[src/rtl/bp_fe_btb_update_queue_if.sv]
// BTB write-request channel between the update queue and the BTB write port.
// The queue side (master) presents the head entry; the BTB side (slave)
// consumes it with w_yumi.
interface bp_fe_btb_update_queue_if #(
    parameter int vaddr_width_p   = 39,
    parameter int btb_tag_width_p = 10,
    parameter int btb_idx_width_p = 6
);
    logic                       w_v;
    logic                       w_clr;
    logic                       w_jmp;
    logic [btb_tag_width_p-1:0] w_tag;
    logic [btb_idx_width_p-1:0] w_idx;
    logic [vaddr_width_p-1:0]   br_tgt;
    logic                       w_yumi;

    modport master (
        output w_v, w_clr, w_jmp, w_tag, w_idx, br_tgt,
        input  w_yumi
    );

    modport slave (
        input  w_v, w_clr, w_jmp, w_tag, w_idx, br_tgt,
        output w_yumi
    );
endinterface

[src/rtl/bp_fe_btb_update_queue.sv]
// Branch-resolution update queue feeding the front-end BTB write port.
// Splits the branch-site PC into BTB idx/tag, holds writes until the BTB has
// finished initializing, and folds a newer update into any pending non-head
// entry with the same idx so an older target can never land after a newer one.
module bp_fe_btb_update_queue #(
    parameter int vaddr_width_p   = 39,
    parameter int btb_tag_width_p = 10,
    parameter int btb_idx_width_p = 6,
    parameter int els_p           = 4
) (
    input  logic                         clk_i,
    input  logic                         reset_i,
    input  logic                         btb_init_done_i,
    input  logic                         flush_i,

    input  logic                         upd_v_i,
    output logic                         upd_ready_o,
    input  logic                         upd_clr_i,
    input  logic                         upd_jmp_i,
    input  logic [vaddr_width_p-1:0]     upd_src_addr_i,
    input  logic [vaddr_width_p-1:0]     upd_tgt_i,

    bp_fe_btb_update_queue_if.master     w,

    output logic [$clog2(els_p+1)-1:0]   count_o
);

    localparam int ptr_w    = $clog2(els_p);
    localparam int cnt_w    = $clog2(els_p+1);
    localparam int tag_lsb  = 2 + btb_idx_width_p;
    localparam int used_msb = tag_lsb + btb_tag_width_p;

    // Entry storage, one array per field, indexed by slot.
    logic                       clr_r [els_p];
    logic                       jmp_r [els_p];
    logic [btb_tag_width_p-1:0] tag_r [els_p];
    logic [btb_idx_width_p-1:0] idx_r [els_p];
    logic [vaddr_width_p-1:0]   tgt_r [els_p];

    logic [ptr_w-1:0] head_r;
    logic [ptr_w-1:0] tail_r;
    logic [cnt_w-1:0] count_r;

    logic [btb_idx_width_p-1:0] upd_idx;
    logic [btb_tag_width_p-1:0] upd_tag;

    logic             accept;
    logic             pop;
    logic             push;
    logic             merge_hit;
    logic [ptr_w-1:0] merge_slot;
    logic [ptr_w-1:0] cand;
    logic [ptr_w-1:0] wr_slot;

    assign upd_idx = upd_src_addr_i[2 +: btb_idx_width_p];
    assign upd_tag = upd_src_addr_i[tag_lsb +: btb_tag_width_p];

    // The byte-offset bits and anything above the tag never reach the BTB.
    if (vaddr_width_p > used_msb) begin : g_unused_hi
        logic unused_addr_bits;
        assign unused_addr_bits = ^{upd_src_addr_i[1:0],
                                    upd_src_addr_i[vaddr_width_p-1:used_msb]};
    end else begin : g_unused_lo
        logic unused_addr_bits;
        assign unused_addr_bits = ^upd_src_addr_i[1:0];
    end

    // Ready is purely a function of occupancy and flush so it can never
    // combinationally depend on the incoming update.
    assign upd_ready_o = (count_r < cnt_w'(els_p)) & ~flush_i;
    assign accept      = upd_v_i & upd_ready_o;
    assign pop         = w.w_yumi & w.w_v;
    assign push        = accept & ~merge_hit;
    assign wr_slot     = merge_hit ? merge_slot : tail_r;

    // Look for a pending non-head entry with the incoming idx; the head is
    // skipped so data already presented to the BTB never changes underneath it.
    always_comb begin
        merge_hit  = 1'b0;
        merge_slot = '0;
        cand       = '0;
        for (int i = 1; i < els_p; i++) begin
            cand = head_r + ptr_w'(i);
            if (!merge_hit && (cnt_w'(i) < count_r) && (idx_r[cand] == upd_idx)) begin
                merge_hit  = 1'b1;
                merge_slot = cand;
            end
        end
    end

    // Write accepted updates into either the merge slot or the tail slot.
    always_ff @(posedge clk_i) begin
        if (accept) begin
            clr_r[wr_slot] <= upd_clr_i;
            jmp_r[wr_slot] <= upd_jmp_i;
            tag_r[wr_slot] <= upd_tag;
            idx_r[wr_slot] <= upd_idx;
            tgt_r[wr_slot] <= upd_tgt_i;
        end
    end

    // Pointer and occupancy bookkeeping; flush wins over any enqueue or pop.
    always_ff @(posedge clk_i) begin
        if (reset_i || flush_i) begin
            head_r  <= '0;
            tail_r  <= '0;
            count_r <= '0;
        end else begin
            if (push) begin
                tail_r <= tail_r + ptr_w'(1);
            end
            if (pop) begin
                head_r <= head_r + ptr_w'(1);
            end
            count_r <= count_r + cnt_w'(push) - cnt_w'(pop);
        end
    end

    assign w.w_v    = btb_init_done_i & (count_r != '0);
    assign w.w_clr  = clr_r[head_r];
    assign w.w_jmp  = jmp_r[head_r];
    assign w.w_tag  = tag_r[head_r];
    assign w.w_idx  = idx_r[head_r];
    assign w.br_tgt = tgt_r[head_r];
    assign count_o  = count_r;

    // The BTB may only consume a write that is actually being offered.
    a_yumi_needs_valid: assert property (
        @(posedge clk_i) disable iff (reset_i) w.w_yumi |-> w.w_v
    );

endmodule

[src/flat_wrapper.sv]
// flat-port wrapper written by rule: the top's interface ports become plain ports
module bp_fe_btb_update_queue_flat 
#(
    parameter int vaddr_width_p   = 39,
    parameter int btb_tag_width_p = 10,
    parameter int btb_idx_width_p = 6,
    parameter int els_p           = 4
)
  (clk_i, reset_i, btb_init_done_i, flush_i, upd_v_i, upd_ready_o, upd_clr_i, upd_jmp_i, upd_src_addr_i, upd_tgt_i, count_o, w_w_v, w_w_clr, w_w_jmp, w_w_tag, w_w_idx, w_br_tgt, w_w_yumi);
  bp_fe_btb_update_queue_if #(.vaddr_width_p(vaddr_width_p), .btb_tag_width_p(btb_tag_width_p), .btb_idx_width_p(btb_idx_width_p)) w_i ();
  input  logic clk_i;
  input  logic reset_i;
  input  logic btb_init_done_i;
  input  logic flush_i;
  input  logic upd_v_i;
  output logic upd_ready_o;
  input  logic upd_clr_i;
  input  logic upd_jmp_i;
  input  logic [vaddr_width_p-1:0] upd_src_addr_i;
  input  logic [vaddr_width_p-1:0] upd_tgt_i;
  output logic [$clog2(els_p+1)-1:0] count_o;
  output wire logic [$bits(w_i.w_v)-1:0] w_w_v;
  output wire logic [$bits(w_i.w_clr)-1:0] w_w_clr;
  output wire logic [$bits(w_i.w_jmp)-1:0] w_w_jmp;
  output wire logic [$bits(w_i.w_tag)-1:0] w_w_tag;
  output wire logic [$bits(w_i.w_idx)-1:0] w_w_idx;
  output wire logic [$bits(w_i.br_tgt)-1:0] w_br_tgt;
  input wire logic [$bits(w_i.w_yumi)-1:0] w_w_yumi;
  assign w_w_v = w_i.w_v;
  assign w_w_clr = w_i.w_clr;
  assign w_w_jmp = w_i.w_jmp;
  assign w_w_tag = w_i.w_tag;
  assign w_w_idx = w_i.w_idx;
  assign w_br_tgt = w_i.br_tgt;
  assign w_i.w_yumi = w_w_yumi;
  bp_fe_btb_update_queue #(.vaddr_width_p(vaddr_width_p), .btb_tag_width_p(btb_tag_width_p), .btb_idx_width_p(btb_idx_width_p), .els_p(els_p)) u_core (.clk_i(clk_i), .reset_i(reset_i), .btb_init_done_i(btb_init_done_i), .flush_i(flush_i), .upd_v_i(upd_v_i), .upd_ready_o(upd_ready_o), .upd_clr_i(upd_clr_i), .upd_jmp_i(upd_jmp_i), .upd_src_addr_i(upd_src_addr_i), .upd_tgt_i(upd_tgt_i), .w(w_i), .count_o(count_o));
endmodule
[config.mk]
export PLATFORM = sky130hd
export DESIGN_NAME = bp_fe_btb_update_queue_flat
export DESIGN_NICKNAME = d
export VERILOG_FILES = /design/src/rtl/bp_fe_btb_update_queue_if.sv /design/src/rtl/bp_fe_btb_update_queue.sv /design/src/flat_wrapper.sv
export SDC_FILE = /design/constraint.sdc
export NUM_CORES = 1
export LEC_CHECK = 0
export ABC_CLOCK_PERIOD_IN_PS = 8700
export BUFFER_PORTS_ARGS = -buffer_cell sky130_fd_sc_hd__buf_2
export CAP_MARGIN = 20
export CELL_PAD_IN_SITES_DETAIL_PLACEMENT = 2
export CELL_PAD_IN_SITES_GLOBAL_PLACEMENT = 2
export CORE_MARGIN = 1
export CORE_UTILIZATION = 43
export CTS_CLUSTER_SIZE = 12
export DETAILED_ROUTE_END_ITERATION = 8
export PLACE_DENSITY = 0.76
export SYNTH_ARGS = -nofsm -noshare
export SYNTH_HDL_FRONTEND = slang
export SYNTH_SLANG_ARGS = --single-unit
[constraint.sdc]
create_clock -name clk_i -period 8.7 [get_ports clk_i]
set_clock_uncertainty 0.15 [all_clocks]
set_input_delay 0.435 -clock clk_i [delete_from_list [all_inputs] [get_ports clk_i]]
set_output_delay 0.435 -clock clk_i [all_outputs]
set_load 0.05 [all_outputs]
==> results.md, run 1 <==
* Final #Nets at 702
* Syn Inst Count at 420
* Tmin final at 4210 ps
* Final wirelength at 23100 µm
* Commonest non-fill, non-tap cell in the layout: edfxtp_1
* Design Area, Final at 11700 µm²
* Metal3 WL at 1290 µm
* Placeable core region at 21300 µm²
* Antenna violations before repair at 1
* Reg clk slew, reported paths at 60 ps
* Antenna-violating nets left at 0
* Synth-to-Final Area Change at 23.8%
* Worst vdd ir at 0.182 mV
* Syn Nets at 511
* Leakage at 3.89 nW
* CTS max path bufs at 3
* Vias per cell at 5.52
* Max_cap viols at 0
* Post-CTS setup buffers at 0
* CTS Buf Count at 26
* Max H-tree Level at 1
* Top Metal Used: met4
* Initial DRC Count at 233
* Nature of the critical path endpoint: flip-flop
* Setup-failing EPs final at 0
* Slew @ Worst Pin at 965 ps
* TNS Setup at 0 ps
* Post-synthesis register bit count at 237
* Startpoint Class: flip-flop
* Skew-Pair Late Insertion Delay at 520 ps
* Met1 WL at 9270 µm
* Final Power at 2.47 mW
* HPWL after DPL at 13400 µm
* Avg Inst Size Synth at 22.6 µm²
* Port bufs at 124
* Post-synth EDFFs at 228
* Area of the mapped netlist at 9480 µm²
* Layout filler cell count at 1759
* Hold WC Path Type: in2reg
* CTS Root Cell: clkbuf_16
* Tot GR Track Use at 0.213
* Data arrival time of the critical path at 4190 ps
* Routed wl met2 at 12200 µm
* Ys async rst share at 0
* Post-synthesis sequential area ratio at 0.742
* Vias in the first global route at 5616
* Vias at 4986
* DIE AREA at 22600 µm²
* Die width at 150 µm
* Fmax at 238 MHz
* Global-route wire length before repair at 34800 µm
* Outcome: complete, no violations
* Post-DP Area at 10400 µm²
* Crit path kind: reg2reg
* Unrepaired setup endpoints after global routing: no
* Drt wl/cell at 25.6 µm
* Crit path max fanout at 57
* Crit share post-route at 0.484
* Layout cells sized above 1 at 0.390
* Core Rows at 53
* Initial Util at 0.445
* Netlist cell types at 42
* Largest net degree at the start of global routing at 58
* Worst slew margin at 0.357
* Pre-antenna DRT Iters at 4
* Worst Path Required at 8690 ps
* Final hold violations at 0
* Final GP Congestion at 0.762
* IO Pins at 148
* DRC at 0
* Flop-to-flop setup slack at 4490 ps
* Fin. max-slew vios at 0
* Die Y at 150 µm
* Sink Count at 237
* Most frequent cells in the layout: edfxtp_1, buf_2, mux4_2, dlygate4sd3_1, clkbuf_16
* Synth Flop Type: edfxtp_1
* Gr ovfl total at 0
* Power per Cell Area at 211 nW/µm²
* Total of warnings raised by yosys at 0
* CTS tree: done
## routing by layer
layer	GRT usage	vias up
li1	-	2156
met1	0.267	2647
met2	0.375	151
met3	0.0488	32
met4	0.0480	0
met5	0	-
## Yosys cell counts (2+ instances only)
master	count	area (µm²)
nand2_1	6	22.5
inv_1	7	26.3
nor2_1	11	41.3
nor3_1	4	20.0
nor4_2	2	25.0
and2_1	3	18.8
o31ai_1	2	15.0
mux4_1	7	184
nand4_1	3	18.8
xnor2_1	13	114
xor2_1	9	78.8
dfxtp_1	9	180
buf_1	6	22.5
mux4_2	67	1510
buf_4	2	15.0
ha_1	4	50.1
nand3_1	4	20.0
mux2i_1	3	30.0
edfxtp_1	228	6850
clkbuf_1	7	26.3
o31a_1	2	17.5
## timing repair
action                     in CTS  in global routing
hold buffers                   50                  0
gates resized for setup         0                  0
hold endpoints to repair      200                  0
setup endpoints to repair       0                  0
## cell families after synthesis
logic type	synth area share
AOI/OAI and AO/OA	0.00766
xor gates and xnor gates	0.0203
adders and majority gates	0.00739
buffers and inverters	0.0128
DFF	0.742
muxes	0.183
and+or+nand+nor	0.0272
## layout make-up
| type | instances | area (µm²) | area share |
|---|---|---|---|
| sequential | 237 | 7030 | 0.600 |
| multi-input combinational | 158 | 2350 | 0.200 |
| timing repair buffer | 181 | 1190 | 0.102 |
| clock buffer | 34 | 702 | 0.0598 |
| tap | 275 | 344 | 0.0293 |
| clock inverter | 11 | 77.6 | 0.00661 |
| inverter | 7 | 26.3 | 0.00224 |
| antenna | 1 | 2.50 | 0.000213 |
## flip-flops by register name (all words and copies together), names as in the netlist, named ones only
| name | count |
|---|---|
| u_core.tag_r | 40 |
| u_core.tail_r | 2 |
| u_core.jmp_r | 4 |
| u_core.clr_r | 4 |
| u_core.tgt_r | 156 |
| u_core.head_r | 2 |
| u_core.idx_r | 24 |
| u_core.count_o | 3 |
## final timing paths
| path | startpoint | endpoint | cells after the start |
|---|---|---|---|
| worst max register to register | u_core.head_r[1] | u_core.tgt_r[0][36] | 8 |
| worst min register to register | u_core.tail_r[0] | u_core.tail_r[1] | 2 |
| worst max-delay path | u_core.head_r[1] | u_core.tgt_r[0][36] | 8 |
| worst min-delay path | upd_src_addr_i[12] | u_core.tag_r[3][4] | 1 |
## worst max-delay path, cell delays in order (launching register included)
cell and delay [ps]:
dfxtp_1 520, buf_16 220, mux4_2 520, xor2_1 160
nor4_1 550, and2_2 350, o221ai_2 140, nor2_2 280
and3_4 830
## where the power goes
| group | leakage (nW) | internal [mW] | switching (mW) | total (mW) |
|---|---|---|---|---|
| Sequential | 2.14 | 1.27 | 0.00819 | 1.28 |
| Combinational | 1.36 | 0.0584 | 0.109 | 0.168 |
| Clock | 0.383 | 0.593 | 0.435 | 1.03 |
| Total | 3.89 | 1.92 | 0.553 | 2.47 |
## metrics by stage
step,std cells,hold WS [ps],setup WS (ps),utilization
after floorplan,420,322,2020,-
after global placement,807,348,4170,0.490
after detailed placement,807,360,3970,0.490
after CTS,902,7.79,3940,0.550
after global routing,903,15.7,4280,0.551
final,904,16.3,4490,0.551
No activity file was read; power rests on OpenSTA's default activity.
==> inputs of run 2 (changes only) <==
--- a/config.mk
+++ b/config.mk
@@ -5,16 +5,16 @@
 export SDC_FILE = /design/constraint.sdc
 export NUM_CORES = 1
 export LEC_CHECK = 0
-export ABC_CLOCK_PERIOD_IN_PS = 8700
+export ABC_CLOCK_PERIOD_IN_PS = 3500
 export BUFFER_PORTS_ARGS = -buffer_cell sky130_fd_sc_hd__buf_2
 export CAP_MARGIN = 20
 export CELL_PAD_IN_SITES_DETAIL_PLACEMENT = 2
 export CELL_PAD_IN_SITES_GLOBAL_PLACEMENT = 2
 export CORE_MARGIN = 1
-export CORE_UTILIZATION = 43
+export CORE_UTILIZATION = 39
 export CTS_CLUSTER_SIZE = 12
 export DETAILED_ROUTE_END_ITERATION = 8
-export PLACE_DENSITY = 0.76
+export PLACE_DENSITY = 0.72
 export SYNTH_ARGS = -nofsm -noshare
 export SYNTH_HDL_FRONTEND = slang
 export SYNTH_SLANG_ARGS = --single-unit
==> constraint.sdc (replaced) <==
create_clock -name clk_i -period 3.5 [get_ports clk_i]
set_clock_uncertainty 0.15 [all_clocks]
set_input_delay 0.175 -clock clk_i [delete_from_list [all_inputs] [get_ports clk_i]]
set_output_delay 0.175 -clock clk_i [all_outputs]
set_load 0.05 [all_outputs]
==> results.md, run 2 (synthesized netlist as in run 1, its figures left out) <==
* Pre-antenna DRT Iters at 6 (+2)
* Tot GR Track Use at 0.192 (-0.0211)
* Critical hold path startpoint: upd_v_i
* Fin Hold WS at 51.4 ps (+35.1 ps)
* DIE AREA at 24900 µm² (+10%)
* Max_cap viols at 0 (unchanged)
* Vias in the first global route at 5833 (+3.9%)
* Placed cell count at 872 (+8.1%)
* Power per Cell Area at 496 nW/µm² (+140%)
* Global-route wire length before repair at 35100 µm (+0.77%)
* HPWL after DPL at 14700 µm (+9.7%)
* Crit path kind: reg2reg
* Most Crowded Layer GR: met2
* Drt wl/cell at 24.2 µm (-5.3%)
* Initial DRC Count at 241 (+3.4%)
* DRC at 0 (unchanged)
* Met2 usage at 0.330 (-0.0449)
* Final #Nets at 750 (+6.8%)
* Worst vdd ir at 0.357 mV (+96%)
* Synth-to-Final Area Change at 30.8%
* Vias at 5165 (+3.6%)
* Final Power at 6.15 mW (+150%)
* Leakage at 4.17 nW (+7.4%)
* Fmax at 287 MHz (+21%)
* Port bufs at 124 (unchanged)
* Startpoint Class: flip-flop
* Vias per cell at 5.18 (-6.2%)
* Crit path max fanout at 13 (-77%)
* Place WS at -138 ps (-4110 ps)
* Antenna-violating nets left at 0 (unchanged)
* Data arrival time of the critical path at 3570 ps (-620 ps)
* Initial Util at 0.400 (-0.0450)
* IO Pins at 148 (unchanged)
* Slew @ Worst Pin at 707 ps (-258 ps)
* Worst slew margin at 0.528 (+0.172)
* Final GP Congestion at 0.741 (-2.7%)
* Sink Count at 237 (unchanged)
* Gr ovfl total at 0 (unchanged)
* Nature of the critical path endpoint: flip-flop
* Crit path launch: u_core.idx_r[3][3]
* GR Util met1 at 0.249 (-0.0176)
* Placeable core region at 23700 µm² (+11%)
* Largest net degree at the start of global routing at 44 (-24%)
* Die Y at 158 µm (+4.9%)
* Fin util at 0.523 (-0.0278)
* Die width at 158 µm (+4.9%)
* TNS Setup at 0 ps (unchanged)
* Hold WC Path Type: in2reg
* Final non-filler cell total at 998 (+10%)
* Kind of cell adding the most delay to the critical path: simple AND/OR/NAND/NOR gates
* Worst path buffer plus inverter count at 2 (+1)
* CTS Root Cell: clkbuf_16
* Fin. max-slew vios at 0 (unchanged)
* Tmin final at 3490 ps (-718 ps)
* Slowest-stage cell, CP: mux4_1
* Routing usage on met3 at 0.0413 (-0.00745)
* Final wirelength at 24200 µm (+4.5%)
* CTS tree: done
* Largest registers: u_core.tgt_r x156, u_core.tag_r x40, u_core.idx_r x24
* Design Area, Final at 12400 µm² (+5.6%)
* Commonest non-fill, non-tap cell in the layout: edfxtp_1
* Biggest register: u_core.tgt_r
* CTS Buf Count at 26 (unchanged)
* Outcome: complete, no violations
* Max H-tree Level at 1 (unchanged)
* CP Cell Sequence: mux4_1, xnor2_2, nand4_1, nor3_4, or3b_4, nand3_1, nor3b_4, buf_6, clkbuf_16
* Core Rows at 56 (+5.7%)
* Setup-failing EPs final at 0 (unchanged)
* Final hold violations at 0 (unchanged)
* Worst Path Required at 3580 ps (-5110 ps)
* Reg clk slew, reported paths at 60 ps (about the same)
* Max reg flops at 156 (unchanged)
* Slowest cell delay on critical path at 620 ps (-210 ps)
* Layout cells sized above 1 at 0.429 (+0.0391)
* Most frequent cells in the layout: edfxtp_1, buf_2, mux4_2, dlygate4sd3_1, clkbuf_16
* Final setup margin at 9.91 ps (-4480 ps)
* Crit share post-route at 0.997 (+0.513)
* Unrepaired setup endpoints after global routing: yes
* Antenna violations before repair at 1 (unchanged)
* CTS max path bufs at 3 (unchanged)
* Skew-Pair Late Insertion Delay at 520 ps (about the same)
* Post-DP Area at 10800 µm² (+3.5%)
* RR Startpoint: u_core.idx_r[3][3]
-- run 2: final timing paths --
check                            end  slack [ps]  cells after the start
hold reg to reg     u_core.tail_r[1]         390                      2
hold / removal      u_core.tail_r[1]          50                      5
setup / recovery  u_core.idx_r[2][4]          10                      9
setup reg to reg  u_core.idx_r[2][4]          10                      9
-- run 2: power breakdown --
| part | internal, mW | switching, mW |
|---|---|---|
| Combinational | 0.166 | 0.279 |
| Sequential | 3.16 | 0.0198 |
| Clock | 1.47 | 1.06 |
| Total | 4.79 | 1.35 |
-- run 2: final cells by class --
class	count	area (µm²)
Timing Repair Buffer	229	1730
Clock buffer	39	709
Fill cell	2124	11300
Clock inverter	8	71.3
Inverter	7	26.3
Antenna cell	1	2.50
Multi-Input combinational cell	158	2410
Sequential cell	237	7040
Tap cell	319	399
-- run 2: routing by layer --
layer / routed length (µm) / up-vias
li1: - / 2249
met1: 9990 / 2735
met2: 12500 / 151
met3: 1280 / 30
met4: 448 / 0
met5: 0 / -
-- run 2: timing repair --
action	CTS	global route
setup buffers	0	14
cloned	0	3
resized for setup	1	10
setup endpoints to repair	229	220
pin swaps	0	6
hold endpoints to repair	237	0
hold buffers	61	0
-- run 2: tightest hold or removal path, stage by stage --
cell,delay [ps]
buf_2,100
nand2_1,160
nor4_2,100
nand3_1,80
nand2_1,50
==> inputs of run 3 (changes only) <==
--- a/config.mk
+++ b/config.mk
@@ -5,16 +5,17 @@
 export SDC_FILE = /design/constraint.sdc
 export NUM_CORES = 1
 export LEC_CHECK = 0
+export ABC_AREA = 1
 export ABC_CLOCK_PERIOD_IN_PS = 3500
 export BUFFER_PORTS_ARGS = -buffer_cell sky130_fd_sc_hd__buf_2
 export CAP_MARGIN = 20
 export CELL_PAD_IN_SITES_DETAIL_PLACEMENT = 2
 export CELL_PAD_IN_SITES_GLOBAL_PLACEMENT = 2
 export CORE_MARGIN = 1
-export CORE_UTILIZATION = 39
+export CORE_UTILIZATION = 34
 export CTS_CLUSTER_SIZE = 12
 export DETAILED_ROUTE_END_ITERATION = 8
-export PLACE_DENSITY = 0.72
+export PLACE_DENSITY = 0.73
 export SYNTH_ARGS = -nofsm -noshare
 export SYNTH_HDL_FRONTEND = slang
 export SYNTH_SLANG_ARGS = --single-unit
==> results.md, run 3 <==
* Post-synthesis sequential area ratio at 0.707 (-0.0349)
* Most frequent cells after synthesis: edfxtp_1, nand2_1, nor2_1, o21ai_0, o22ai_1
* Cell taking the most area after synthesis: edfxtp_1
* Outcome: complete, no violations
* Initial DRC Count at 263 (+9.1%)
* CTS Root Cell: clkbuf_16
* Final non-filler cell total at 1476 (+48%)
* Final wirelength at 29600 µm (+22%)
* Compound-Gate Fraction of Synth Area at 0.103 (+0.0949)
* Largest registers: u_core.tgt_r x156, u_core.tag_r x40, u_core.idx_r x24
* Unrepaired setup endpoints after global routing: no
* Commonest non-fill, non-tap cell in the layout: edfxtp_1
* Crit share post-route at 0.897 (-0.0999)
* Layout cells sized above 1 at 0.185 (-0.244)
* Initial Util at 0.346 (-0.0537)
* Slowest cell delay on critical path at 360 ps (-260 ps)
* Max H-tree Level at 1 (unchanged)
* Setup-failing EPs final at 0 (unchanged)
* Multiplexer share of the synthesized area at 0 (-0.183)
* Gr ovfl total at 0 (unchanged)
* HPWL after DPL at 18300 µm (+24%)
* Final Power at 6.28 mW (+2.2%)
* Worst vdd ir at 0.398 mV (+11%)
* Critical hold path startpoint: flush_i
* Layout filler cell count at 3001 (+41%)
* Synth Area in Simple Gates at 0.144 (+0.117)
* DRC at 0 (unchanged)
* # diodes at 0 (-1)
* Syn Nets at 972 (+90%)
* Global-route wire length before repair at 46400 µm (+32%)
* Crit path kind: reg2reg
* Crit path max fanout at 30 (+17)
* Final #Nets at 1164 (+55%)
* Final GP Congestion at 0.733 (-1.2%)
* Post-synth EDFFs at 228 (unchanged)
* Yosys top cell area share at 0.689 (-0.0340)
* Most common cell in the netlist: edfxtp_1
* Tot GR Track Use at 0.199 (+0.00701)
* Post-synthesis register bit count at 237 (unchanged)
* Core Rows at 62 (+11%)
* Synth top area cells: edfxtp_1, nand2_1, o21ai_0, nor2_1, o22ai_1
* Power per Cell Area at 500 nW/µm² (+0.90%)
* RR Startpoint: u_core.head_r[0]
* Main combinational cell family by area after synthesis: simple AND/OR/NAND/NOR gates
* Sink Count at 237 (unchanged)
* Final hold violations at 0 (unchanged)
* Skew-Pair Late Insertion Delay at 550 ps (+30 ps)
* Vias per cell at 5.02 (-3.0%)
* Vias in the first global route at 8329 (+43%)
* Slew @ Worst Pin at 681 ps (-25.9 ps)
* CTS max path bufs at 3 (unchanged)
* Data arrival time of the critical path at 3220 ps (-350 ps)
* Die width at 173 µm (+9.6%)
* Hold WC Path Type: in2reg
* Placed cell count at 1366 (+57%)
* Antenna violations before repair at 0 (-1)
* Most frequent cells in the layout: edfxtp_1, nand2_1, nor2_1, buf_2, o21ai_0
* Synth Area in Adders at 0.00705 (-0.000348)
* Die Y at 173 µm (+9.6%)
* Synth Flop Type: edfxtp_1
* Area of the mapped netlist at 9940 µm² (+4.9%)
* Drt wl/cell at 20.0 µm (-17%)
* Max reg flops at 156 (unchanged)
* Port bufs at 124 (unchanged)
* DIE AREA at 29900 µm² (+20%)
* Reg clk slew, reported paths at 60 ps (about the same)
* Fmax at 318 MHz (+11%)
* Avg Inst Size Synth at 11.3 µm² (-50%)
* Slowest-stage cell, CP: dfxtp_1
* Synth Area in XOR/XNOR at 0.00176 (-0.0186)
* Fin. max-slew vios at 0 (unchanged)
* Largest net degree at the start of global routing at 61 (+39%)
* Kind of cell adding the most delay to the critical path: simple AND/OR/NAND/NOR gates
* Worst Path Required at 3580 ps (about the same)
* Most used cell, CP: nand2_1
* Leakage at 4.80 nW (+15%)
* Vias at 7408 (+43%)
* Fin Hold WS at 14.9 ps (-36.4 ps)
* Nature of the critical path endpoint: flip-flop
* Worst slew margin at 0.545 (+0.0166)
* Pre-antenna DRT Iters at 4 (-2)
* Antenna-violating nets left at 0 (unchanged)
* CTS tree: done
* CP Cell Sequence: inv_2, nand2_2, nand2_2, nand2_1, nand2_1, nand2_1, nand2_1, nand2_1, nor2_2, nand2_2, nand2_1, nand2_1, nand3_1, nand3_1, nor2_4, buf_12
* Placeable core region at 28700 µm² (+21%)
* Ys async rst share at 0 (unchanged)
* Netlist cell types at 25 (-40%)
* Syn Inst Count at 881 (+110%)
* IO Pins at 148 (unchanged)
* Synth-to-Final Area Change at 26.3%
* Tmin final at 3140 ps (-350 ps)
* Max_cap viols at 0 (unchanged)
* Total of warnings raised by yosys at 0 (unchanged)
* Crit path launch: u_core.head_r[0]
* CTS Buf Count at 27 (+3.8%)
* Startpoint Class: flip-flop
* Post-CTS setup buffers at 0 (unchanged)
* Worst path buffer plus inverter count at 2 (unchanged)
* Biggest register: u_core.tgt_r
## run 3: cell types whose count changed after synthesis, sizes merged, moves of 28 or more
cell | before | now
nand2 | 6 | 189
nor2 | 12 | 141
o21ai | 0 | 120
mux4 | 74 | 0
o22ai | 0 | 54
inv | 7 | 39
nand3 | 4 | 33
clkbuf | 7 | 35
## run 3: worst paths after layout
check	to	slack (ps)	cells after the start
worst max register to register	u_core.tgt_r[2][18]	360	16
worst min-delay path	u_core.tail_r[1]	10	6
worst max-delay path	u_core.tgt_r[2][18]	360	16
worst min register to register	u_core.tail_r[1]	380	2
## run 3: logic make-up after synthesis
family                   Yosys count
AO/OA/AOI/OAI                    190
XOR/XNOR                           2
adder cells (fa/ha/maj)            5
flip-flops                       237
buffers and inverters             84
AND/OR/NAND/NOR                  363
## run 3: where the power goes
part           internal, mW  switching (mW)  total (mW)
clock                  1.44            1.15        2.59
combinational         0.157           0.357       0.514
sequential             3.16          0.0175        3.17
total                  4.76            1.52        6.28
## run 3: worst min-delay path, cell delays in order
cell	delay (ps)
buf_2	90
nor2_1	50
nand2_1	150
nor2_2	90
nand2_1	50
a21oi_1	60
## run 3: area by class of cell
cell class	count	area, µm²	share of cell area
clock buffer	34	712	0.0567
clock inverter	14	88.8	0.00708
inverter	39	150	0.0120
multi-input combinational	560	2570	0.205
sequential	237	7030	0.560
tap	384	480	0.0383
timing repair buffer	208	1520	0.121
## run 3: metal layers
layer | part of all wire | up-vias | wire length, µm | track usage
met5 | 0 | - | 0 | 0
met4 | 0.018 | 0 | 541 | 0.0457
met3 | 0.037 | 36 | 1080 | 0.0330
met2 | 0.51 | 138 | 15000 | 0.363
met1 | 0.44 | 3744 | 13000 | 0.244
li1 | - | 3490 | - | -
## run 3: through the flow
step                      area, µm²  TNS [ps]   util  setup slack (ps)
final                         12600         0  0.437               359
after global routing          12600         0  0.437               134
after CTS                     12600         0  0.437               341
after detailed placement      11100         0  0.388               381
after global placement        11100         0  0.388               508
after floorplan                9950    -89190      -              -406
## run 3: timing repair
item | in CTS | in global routing
hold buffers | 62 | 0
hold endpoints to repair | 237 | 0
gates resized for setup | 0 | 0
